$ cat config.mk
export PLATFORM = sky130hd
export DESIGN_NAME = uart_loader
export DESIGN_NICKNAME = d
export VERILOG_FILES = /design/src/rtl/uart_loader.sv
export SDC_FILE = /design/constraint.sdc
export NUM_CORES = 1
export LEC_CHECK = 0
export CORE_ASPECT_RATIO = 0.6
export CORE_MARGIN = 8
export CORE_UTILIZATION = 51
export DETAILED_ROUTE_END_ITERATION = 8
export PLACE_DENSITY_LB_ADDON = 0.15
export SYNTH_ARGS = -nofsm -noshare
export SYNTH_HDL_FRONTEND = slang
export SYNTH_SLANG_ARGS = --single-unit
$ cat constraint.sdc
create_clock -name clk -period 2.5 [get_ports clk]
set_clock_uncertainty 0.05 [all_clocks]
set_input_delay 0.375 -clock clk [delete_from_list [all_inputs] [get_ports clk]]
set_output_delay 0.375 -clock clk [all_outputs]
set_load 0.01 [all_outputs]
$ cat src/rtl/uart_loader.sv
// Boot loader: parses MAGIC/LEN/data/CHK frames from the UART byte stream into
// instruction-memory word writes and releases the core only after a good checksum.
module uart_loader #(
    parameter int unsigned ADDR_WIDTH   = 10,
    parameter int unsigned TIMEOUT_CLKS = 1000000,
    parameter logic [7:0]  MAGIC        = 8'hA5
) (
    input  logic                  clk,
    input  logic                  rst,
    input  logic                  rx_dv,
    input  logic [7:0]            rx_byte,
    output logic                  mem_we,
    output logic [ADDR_WIDTH-1:0] mem_addr,
    output logic [31:0]           mem_wdata,
    output logic                  cpu_rst,
    output logic                  busy,
    output logic                  load_done,
    output logic                  load_err
);

    localparam int unsigned    TW       = $clog2(TIMEOUT_CLKS + 1);
    localparam logic [TW-1:0]  TMO_LAST = TW'(TIMEOUT_CLKS - 1);
    localparam logic [16:0]    MAX_LEN  = 17'(1) << ADDR_WIDTH;

    typedef enum logic [2:0] {
        WAIT_MAGIC,
        LEN_LO,
        LEN_HI,
        DATA,
        CHECK,
        RUN
    } state_e;

    state_e                state_q, state_d;
    logic [15:0]           len_q, len_d;
    logic [16:0]           word_cnt_q, word_cnt_d;
    logic [1:0]            byte_cnt_q, byte_cnt_d;
    logic [7:0]            sum_q, sum_d;
    logic [TW-1:0]         tmo_q, tmo_d;
    logic [31:0]           wdata_q, wdata_d;
    logic                  mem_we_q, mem_we_d;
    logic [ADDR_WIDTH-1:0] mem_addr_q, mem_addr_d;
    logic                  cpu_rst_q, cpu_rst_d;
    logic                  busy_q, busy_d;
    logic                  load_done_q, load_done_d;
    logic                  load_err_q, load_err_d;

    logic        in_frame, tmo_hit, is_magic, oversize, len_zero;
    logic        byte_last, word_last, chk_ok;
    logic [15:0] len_full;

    assign in_frame  = state_q inside {LEN_LO, LEN_HI, DATA, CHECK};
    // rx_dv takes priority over the timeout terminal count in the same cycle.
    assign tmo_hit   = in_frame && !rx_dv && (tmo_q == TMO_LAST);
    assign is_magic  = (rx_byte == MAGIC);
    assign len_full  = {rx_byte, len_q[7:0]};
    assign oversize  = {1'b0, len_full} > MAX_LEN;
    assign len_zero  = (len_full == 16'd0);
    assign byte_last = (byte_cnt_q == 2'd3);
    assign word_last = ((word_cnt_q + 17'd1) == {1'b0, len_q});
    assign chk_ok    = (rx_byte == sum_q);

    // State register
    always_ff @(posedge clk) begin
        // NOTE: sequential state uses non-blocking assignments so every register
        // samples pre-edge values regardless of statement order.
        if (rst) state_q <= WAIT_MAGIC;
        else     state_q <= state_d;
    end

    // Next-state logic
    always_comb begin
        // NOTE: every combinational output gets a default first; a path that
        // skips an assignment would otherwise infer a latch.
        state_d = state_q;
        if (rx_dv) begin
            unique case (state_q)
                WAIT_MAGIC, RUN: if (is_magic) state_d = LEN_LO;
                LEN_LO:          state_d = LEN_HI;
                LEN_HI: begin
                    if (oversize)      state_d = WAIT_MAGIC;
                    else if (len_zero) state_d = CHECK;
                    else               state_d = DATA;
                end
                DATA:            if (byte_last && word_last) state_d = CHECK;
                CHECK:           state_d = chk_ok ? RUN : WAIT_MAGIC;
                default:         state_d = WAIT_MAGIC;
            endcase
        end else if (tmo_hit) begin
            state_d = WAIT_MAGIC;
        end
    end

    // Datapath and registered-output next values
    always_comb begin
        len_d       = len_q;
        word_cnt_d  = word_cnt_q;
        byte_cnt_d  = byte_cnt_q;
        sum_d       = sum_q;
        wdata_d     = wdata_q;
        mem_we_d    = 1'b0;
        mem_addr_d  = mem_addr_q;
        load_done_d = load_done_q;
        load_err_d  = load_err_q;
        tmo_d       = (!in_frame || rx_dv || tmo_hit) ? '0 : tmo_q + TW'(1);

        if (rx_dv) begin
            unique case (state_q)
                WAIT_MAGIC, RUN: begin
                    if (is_magic) begin
                        load_err_d  = 1'b0;
                        load_done_d = 1'b0;
                        sum_d       = 8'h00;
                        byte_cnt_d  = 2'd0;
                        word_cnt_d  = 17'd0;
                        mem_addr_d  = '0;
                    end
                end
                LEN_LO: len_d[7:0] = rx_byte;
                LEN_HI: begin
                    len_d[15:8] = rx_byte;
                    if (oversize) load_err_d = 1'b1;
                end
                DATA: begin
                    // Little-endian: first byte ends up in bits [7:0].
                    wdata_d    = {rx_byte, wdata_q[31:8]};
                    sum_d      = sum_q + rx_byte;
                    byte_cnt_d = byte_cnt_q + 2'd1;
                    if (byte_last) begin
                        mem_we_d   = 1'b1;
                        mem_addr_d = word_cnt_q[ADDR_WIDTH-1:0];
                        word_cnt_d = word_cnt_q + 17'd1;
                    end
                end
                CHECK: begin
                    if (chk_ok) load_done_d = 1'b1;
                    else        load_err_d  = 1'b1;
                end
                default: ;
            endcase
        end else if (tmo_hit) begin
            load_err_d = 1'b1;
        end

        cpu_rst_d = (state_d != RUN);
        busy_d    = (state_d != WAIT_MAGIC) && (state_d != RUN);
    end

    always_ff @(posedge clk) begin
        if (rst) begin
            len_q       <= '0;
            word_cnt_q  <= '0;
            byte_cnt_q  <= '0;
            sum_q       <= '0;
            tmo_q       <= '0;
            wdata_q     <= '0;
            mem_we_q    <= 1'b0;
            mem_addr_q  <= '0;
            cpu_rst_q   <= 1'b1;
            busy_q      <= 1'b0;
            load_done_q <= 1'b0;
            load_err_q  <= 1'b0;
        end else begin
            len_q       <= len_d;
            word_cnt_q  <= word_cnt_d;
            byte_cnt_q  <= byte_cnt_d;
            sum_q       <= sum_d;
            tmo_q       <= tmo_d;
            wdata_q     <= wdata_d;
            mem_we_q    <= mem_we_d;
            mem_addr_q  <= mem_addr_d;
            cpu_rst_q   <= cpu_rst_d;
            busy_q      <= busy_d;
            load_done_q <= load_done_d;
            load_err_q  <= load_err_d;
        end
    end

    assign mem_we    = mem_we_q;
    assign mem_addr  = mem_addr_q;
    assign mem_wdata = wdata_q;
    assign cpu_rst   = cpu_rst_q;
    assign busy      = busy_q;
    assign load_done = load_done_q;
    assign load_err  = load_err_q;

endmodule

==> results of run 1 <==
==> layer usage <==
| metal | track usage | vias up | part of all wire |
|---|---|---|---|
| met1 | 0.323 | 2577 | 0.48 |
| met3 | 0.0549 | 31 | 0.075 |
| met5 | 0 | - | 0 |
| met2 | 0.313 | 232 | 0.43 |
| li1 | - | 2648 | - |
| met4 | 0.0749 | 0 | 0.015 |
==> cell type report <==
type                       count  area share
timing repair buffer         120       0.148
clock buffer                  20      0.0628
clock inverter                11      0.0222
inverter                      11     0.00568
sequential                   113       0.312
tap                          139      0.0239
multi-input combinational    537       0.425
==> critical path, stage by stage (launching register included) <==
cell and delay [ns]:
dfxtp_1 0.51, buf_4 0.23, nand3_1 0.11, nor4_2 0.25, a31oi_1 0.12, a2111oi_4 0.42
nand4_1 0.18, buf_6 0.17, o32ai_4 0.20, nand2_1 0.07
==> layout by cell type (no fill, tap or decap), types with 9 or more instances in the layout <==
cell	Yosys	final
a21oi_1	98	98
and3_1	9	9
buf_4	1	59
clkbuf_16	0	17
clkdlybuf4s50_1	0	56
dfxtp_1	113	109
ha_1	10	9
inv_1	11	11
nand2_1	144	144
nand3_1	43	43
nand4_1	12	12
nor2_1	54	54
nor3_1	15	14
nor4_1	11	9
o21ai_0	18	18
xnor2_1	20	20
xor2_1	23	23
==> power by group through the flow <==
stage | logic (mW) | clock network, mW | registers [mW]
after floorplan | 0.112 | 0 | 1.86
after global placement | 0.179 | 0 | 1.87
after detailed placement | 0.183 | 0 | 1.87
after CTS | 0.188 | 2.57 | 1.83
after global routing | 0.209 | 2.66 | 1.83
final | 0.193 | 2.56 | 1.83
==> cell families (layout without fill, tap and decap cells) <==
logic type,count (synthesis),count (layout)
AOI/OAI and AO/OA,149,149
xor gates and xnor gates,43,43
adders and majority gates,11,11
buffers and inverters,62,162
DFF,113,113
muxes,1,1
and+or+nand+nor,333,333
==> worst paths after layout <==
kind | start | slack [ns] | cells past startpoint | end
max | word_cnt_q[2] | 0.07 | 9 | cpu_rst
min | rst | 0.29 | 2 | load_done
max reg2reg | word_cnt_q[2] | 0.07 | 9 | cpu_rst
min reg2reg | mem_wdata[5] | 0.40 | 2 | mem_wdata[5]
==> sequential cells by signal (all words and copies together) (netlist names) <==
| signal | cells |
|---|---|
| cpu_rst | 1 |
| mem_wdata | 32 |
| busy | 1 |
| len_q | 16 |
| load_err | 1 |
| mem_addr | 10 |
| sum_q | 8 |
| load_done | 1 |
| byte_cnt_q | 2 |
| mem_we | 1 |
| word_cnt_q | 17 |
| tmo_q | 20 |
| state_q | 3 |
==> per-stage QoR <==
step,setup TNS (ns),cell area [um^2],hold WS [ns],total power [mW],util
after floorplan,0,5580,0.376,1.97,-
after global routing,-0.0994,7270,0.302,4.70,0.684
after CTS,0,7200,0.273,4.59,0.678
after global placement,-0.817,6570,0.388,2.05,0.618
after detailed placement,-1.69,6570,0.399,2.05,0.618
final,0,7270,0.290,4.58,0.684
==> repair_timing <==
action | in CTS | in global routing
hold endpoints to repair | 0 | 0
gates resized for setup | 2 | 14
setup buffers | 1 | 0
pin swaps | 1 | 3
setup endpoints to repair | 2 | 5
hold buffers | 0 | 0
==> reports/qor.csv, run 1 <==
metric,value,unit
start_kind,flip-flop,
final_nets,822,
clk_pin_slew,0.06,ns
vdd_drop_max,504,uV
synth_top_family_by_area,simple AND/OR/NAND/NOR gates,
final_cells,951,
slew_headroom,0.612,
synthMuxAreaShare,0.00179,
yosys.area_share.simple,0.289,
track_usage,0.223,
vias_per_cell,5.77,
coreArea,10600,um^2
core.rowCount,29,
preCtsSetupSlack,-0.246,ns
antenna_found_initial,0,
seq_area,2270,um^2
crit_type,flip-flop to flip-flop,
yosysWarnings,0,
yosys-top-cells-count,"nand2_1, dfxtp_1, a21oi_1, nor2_1, nand3_1",
die-area,14700,um^2
gp_congestion,0.912,
switchingPower,0.977,mW
nFillCells,840,
synth_compound_area_frac,0.156,
area_growth,30.3,%
maxCapViolCount,0,
comb_power_share,0.042,
synth_area_leaders,"dfxtp_1, nand2_1, a21oi_1",
grt_pass1_vias,5172,
grt_start_max_net_pins,48,
rsz0062_at_grt,yes,
setup_viol,0,
drv_slew,0,
syn_nets,734,
antenna_left,0,
htreeDepth,4,
syn_area,5580,um^2
routed_wl,16100,um
cts_buffers,17,
fin_crit_sh,0.972,
cts.sinks,113,
drt_iter0_markers,457,
grt_pass1_wl,26600,um
grt-ovfl-total,0,
place_inst,919,
routedWlPerCell,16.9,um
switching_share,0.213,
port_buffers,57,
drcViolationCount,0,
cp.required,2.74,ns
dieWidth,151,um
hpwlAfterDp,10900,um
drt_first_pass_iters,5,
die_h,97.1,um
synth_most_common_cell,nand2_1,
worst_slack,0.0712,ns
min_period,2.43,ns
synthXorXnorAreaFrac,0.0674,
cts_buffer_depth,2,
synth_top_flop_cell,dfxtp_1,
yosysTopAreaCell,dfxtp_1,
ys_seq_area_frac,0.405,
ctsRootBufferMaster,clkbuf_16,
power.leakage,2.68,nW
synth_cell_types,61,
cts_tree,built,
hold_viol,0,
synth_edf_count,0,
crit_fanout,8,
yosys.area.top_type_share,0.405,
ys_ff_latch,113,
powerDensity,629,nW/um^2
clk_latency,0.41,ns
drive_above_1_share,0.149,
initial_core_util,0.525,
worst_pin_slew,0.577,ns
synth_area_per_cell,7.84,um^2
arrival,2.67,ns
crit_path_end_kind,flip-flop,
p_clk_frac,0.558,
async_flop_share,0,
vias,5488,
synthCells,712,
hold_class,input pin to flip-flop,
pwr-share-seq,0.400,
max_freq,412,MHz
ios,58,
status,"finished, final reports clean",
p_int,3.60,mW
multiInputGateArea,3090,um^2
antennaDiodeCount,0,
synthAdderAreaFrac,0.0260,
Note: power is estimated with default switching activity, not from simulation.
==> run 2, diff against run 1 <==
Settings changed: CORE_UTILIZATION 51 to 35.
==> run 2 against run 1 <==
  * Flip-flop and latch count unchanged
  * Non-clock buffer count up 13
  * Utilization down 20 points
  * Die area up 39%
  * Cell count up 8.2%
  * Final area up 2.1%
  * Sequential share of layout area down 0.60 points
  * Worst hold slack better by 0.047 ns
  * Via count down 3.7%
  * Critical path depth up 1
  * Wire length up 0.77%
  * Critical path type unchanged
==> reports/qor.csv, run 2 (synthesized netlist as in run 1, its figures left out) <==
metric,value,unit
max_freq,417,MHz
drive_above_1_share,0.168,
crit_fanout,4,
crit_type,flip-flop to flip-flop,
place_inst,997,
initial_core_util,0.361,
die-area,20400,um^2
hold_class,input pin to flip-flop,
layout_commonest_cell,nand2_1,
cts_buffers,17,
vias,5286,
drcViolationCount,0,
setup_viol,0,
hp-start,rst,
grt-ovfl-total,0,
crit_path_end_kind,flip-flop,
multiInputGateArea,3110,um^2
coreArea,15500,um^2
grt_start_max_net_pins,46,
crit_start,word_cnt_q[1],
antenna_left,0,
cp.required,2.75,ns
area_growth,33.0,%
r2r_start,word_cnt_q[1],
worst_pin_slew,0.550,ns
grt_pass1_vias,4841,
hold_viol,0,
cts_setup_buffers,0,
final_cells,1029,
routedWlPerCell,15.7,um
rsz0062_at_grt,no,
status,"finished, final reports clean",
hpwlAfterDp,11700,um
drv_slew,0,
routed_wl,16200,um
start_kind,flip-flop,
gp_congestion,0.849,
drt_iter0_markers,414,
largest_register_ffs,32,
clk_pin_slew,0.06,ns
arrival,2.65,ns
fin_crit_sh,0.960,
track_usage,0.161,
postLayoutCoreUtil,0.481,
vdd_drop_max,316,uV
nFillCells,1482,
maxCapViolCount,0,
min_period,2.40,ns
vias_per_cell,5.14,
powerDensity,606,nW/um^2
final_nets,835,
ios,58,
cts.sinks,113,
power.leakage,2.74,nW
antennaDiodeCount,0,
clk_latency,0.42,ns
antenna_found_initial,0,
total_power,4.50,mW
final_cell_mix,"nand2_1, dfxtp_1, a21oi_1, buf_4, clkdlybuf4s50_1",
rrSetupSlack,0.10,ns
dieWidth,179,um
seq_area,2270,um^2
tns,0,ns
htreeDepth,4,
cts_buffer_depth,2,
grt_pass1_wl,26000,um
die_h,114,um
whs,0.337,ns
slew_headroom,0.632,
drt_first_pass_iters,6,
ctsRootBufferMaster,clkbuf_16,
port_buffers,57,
cts_tree,built,
core.rowCount,35,
## run 2: changes by cell type in the layout (fill, tap and decap cells not counted), moves of 2 or more
cell | before | now
buf_4 | 59 | 73
clkbuf_8 | 2 | 0
clkinvlp_4 | 1 | 3
dfxtp_1 | 109 | 106
dfxtp_2 | 4 | 7
## run 2: per-stage QoR
stage | worst slack (ns) | cell area [um^2]
after global placement | -0.263 | 6740
after global routing | 0.00533 | 7430
final | 0.101 | 7430
after detailed placement | -0.273 | 6740
after floorplan | 0.142 | 5580
after CTS | 0.0324 | 7380
## run 2: routing by layer
metal  part of all wire  track usage  up-vias
met1               0.53        0.242     2469
met3              0.055       0.0366       15
met5                  0            0        -
li1                   -            -     2675
met4             0.0090       0.0527        0
met2               0.40        0.218      127
## run 2: worst paths after layout
kind,depth (start not counted),endpoint
setup / recovery,10,cpu_rst
hold / removal,3,mem_wdata[27]
setup reg to reg,10,cpu_rst
hold reg to reg,2,mem_wdata[3]
## run 2: repair_timing
| item | CTS | global route |
|---|---|---|
| resized for setup | 6 | 14 |
| hold buffers | 0 | 0 |
| pin swaps | 5 | 7 |
| setup endpoints to repair | 1 | 4 |
## run 2: cell type report
class | instances | share of cell area
Sequential cell | 113 | 0.306
Inverter | 11 | 0.00556
Multi-Input combinational cell | 537 | 0.418
Clock buffer | 18 | 0.0578
Tap cell | 203 | 0.0342
Clock inverter | 14 | 0.0221
Timing Repair Buffer | 133 | 0.157
## run 2: worst max-delay path, cell delays in order, from the launching register on
cell,delay [ns]
dfxtp_2,0.33
ha_4,0.17
nand4_4,0.09
nor3_2,0.07
buf_4,0.14
or3_4,0.39
a2111oi_4,0.37
nand4_1,0.20
buf_6,0.18
o32ai_4,0.20
nand2_1,0.08
## run 2: where the power goes
part,internal (mW),leakage (nW),switching (mW)
Combinational,0.0855,1.54,0.113
Clock,1.56,0.286,0.915
Sequential,1.81,0.915,0.0147
==> run 3, diff against run 2 <==
Settings changed: DONT_BUFFER_PORTS set to 1.
==> run 3 against run 2 <==
  * Die area stayed put
  * Count of clock-buffer cells in the layout is 4 higher
  * First-iteration DRC count is 5.6% higher
  * Maximum frequency is 0.81% higher
  * Critical path type unchanged
  * Critical endpoint unchanged
==> reports/qor.csv, run 3 (synthesized netlist as in run 1, its figures left out) <==
metric,value,unit
status,"finished, final reports clean",
gp_congestion,0.916,
die-area,20400,um^2
fin_crit_sh,0.952,
comb_power_share,0.029,
min_period,2.38,ns
hold_end,state_q[2],
drcViolationCount,0,
track_usage,0.163,
postLayoutCoreUtil,0.426,
htreeDepth,4,
switchingPower,0.957,mW
largest_register_ffs,32,
r2r_start,word_cnt_q[1],
grt_pass1_wl,26200,um
maxCapViolCount,0,
cp_slowest_stage_delay,0.42,ns
initial_core_util,0.361,
clk_pin_slew,0.05,ns
nFillCells,1546,
rsz0062_at_grt,no,
drive_above_1_share,0.120,
crit_fanout,4,
powerDensity,721,nW/um^2
ctsRootBufferMaster,clkbuf_16,
start_kind,flip-flop,
die_h,114,um
final_nets,734,
hpwlAfterDp,11000,um
rrSetupSlack,0.12,ns
vdd_drop_max,323,uV
antenna_left,0,
antenna_found_initial,0,
final_cell_mix,"nand2_1, dfxtp_1, a21oi_1, nor2_1, nand3_1",
clk_latency,0.41,ns
dieWidth,179,um
cts_buffers,17,
setup_viol,0,
vias,4955,
worst_slack,0.120,ns
port_buffers,0,
grt_pass1_vias,4768,
cts.sinks,113,
switching_share,0.202,
routedWlPerCell,17.3,um
area_growth,17.8,%
coreArea,15500,um^2
max_freq,420,MHz
arrival,2.62,ns
ios,58,
preCtsSetupSlack,-0.0844,ns
grt-ovfl-total,0,
cp.required,2.74,ns
worst-r2r-cell-count,9,
core.rowCount,35,
total_power,4.75,mW
crit_path_end_kind,flip-flop,
antennaDiodeCount,0,
p_int,3.79,mW
path_cells,ha_2 -> nand4_2 -> nor3_4 -> or3_1 -> a2111oi_4 -> nand4_1 -> buf_6 -> o32ai_4 -> nand2_1,
hold_viol,0,
worst_pin_slew,0.649,ns
cts_tree,built,
drt_iter0_markers,437,
p_clk_frac,0.585,
cts_buffer_depth,2,
hp-start,rst,
drv_slew,0,
hold_class,input pin to flip-flop,
power.leakage,2.35,nW
whs,0.0264,ns
crit_type,flip-flop to flip-flop,
routed_wl,16100,um
cp_slowest_cell,or3_1,
grt_start_max_net_pins,43,
reg2reg_to,cpu_rst,
drt_first_pass_iters,5,
min_path_cells,1,
slew_headroom,0.566,
vias_per_cell,5.34,
pwr-share-seq,0.386,
layout_commonest_cell,nand2_1,
-- run 3: cell count changes in the layout (fill, tap and decap cells not counted), moves of 2 or more --
cell	previous run	this run
buf_4	73	27
bufinv_16	3	6
clkdlybuf4s50_1	56	0
dfxtp_2	7	4
dfxtp_1	106	109
clkinv_2	5	3
clkinv_4	2	0
clkbuf_8	0	2
clkinvlp_4	3	0
clkbuf_1	1	3
-- run 3: area by class of cell --
class | instances | area (um^2) | share of cell area
multi-input combinational | 537 | 3070 | 0.467
timing repair buffer | 32 | 275 | 0.0418
clock inverter | 10 | 204 | 0.0310
tap | 203 | 254 | 0.0386
clock buffer | 22 | 464 | 0.0705
inverter | 11 | 41.3 | 0.00627
sequential | 113 | 2270 | 0.345
-- run 3: per-layer routing --
layer,wire length (um),part of all wire,vias up,track usage
met1,8240,0.51,2320,0.236
met4,116,0.0072,0,0.0477
met5,0,0,-,0
li1,-,-,2460,-
met2,6380,0.40,163,0.221
met3,1350,0.084,12,0.0528
-- run 3: metrics by stage --
stage	setup TNS [ns]	std cells	instance area (um^2)
floorplan	0	712	5580
global placement	-0.0201	891	5780
detailed placement	-0.0844	891	5780
CTS	0	927	6510
global route	0	928	6580
finish	0	928	6580
-- run 3: repair_timing --
item,in CTS,in global routing
gates cloned,0,0
hold endpoints to repair,42,0
buffers inserted,1,1
resized for setup,1,13
pin swaps,1,8
hold buffers,3,0
setup endpoints to repair,2,4
-- run 3: worst max-delay path, delay by kind of cell, from the launching register on --
kind                     cells  cell delay, ns
flip-flops                   1            0.32
AO/OA/AOI/OAI                2            0.65
AND/OR/NAND/NOR              5            0.90
adder cells (fa/ha/maj)      1            0.19
buffers and inverters        1            0.16
-- run 3: worst max path at each step --
| stage | startpoint | endpoint |
|---|---|---|
| final | word_cnt_q[1] | cpu_rst |
| after detailed placement | word_cnt_q[0] | cpu_rst |
| after global routing | word_cnt_q[0] | cpu_rst |
| after CTS | word_cnt_q[0] | cpu_rst |
| after global placement | word_cnt_q[0] | cpu_rst |
| after floorplan | word_cnt_q[0] | cpu_rst |
-- run 3: power groups by stage --
stage                     clock, mW  combinational, mW  sequential [mW]
after floorplan                   0              0.112             1.86
after global placement            0             0.0978             1.87
after detailed placement          0             0.0997             1.87
after CTS                      2.83              0.135             1.83
after global routing           2.92              0.153             1.83
final                          2.78              0.138             1.83
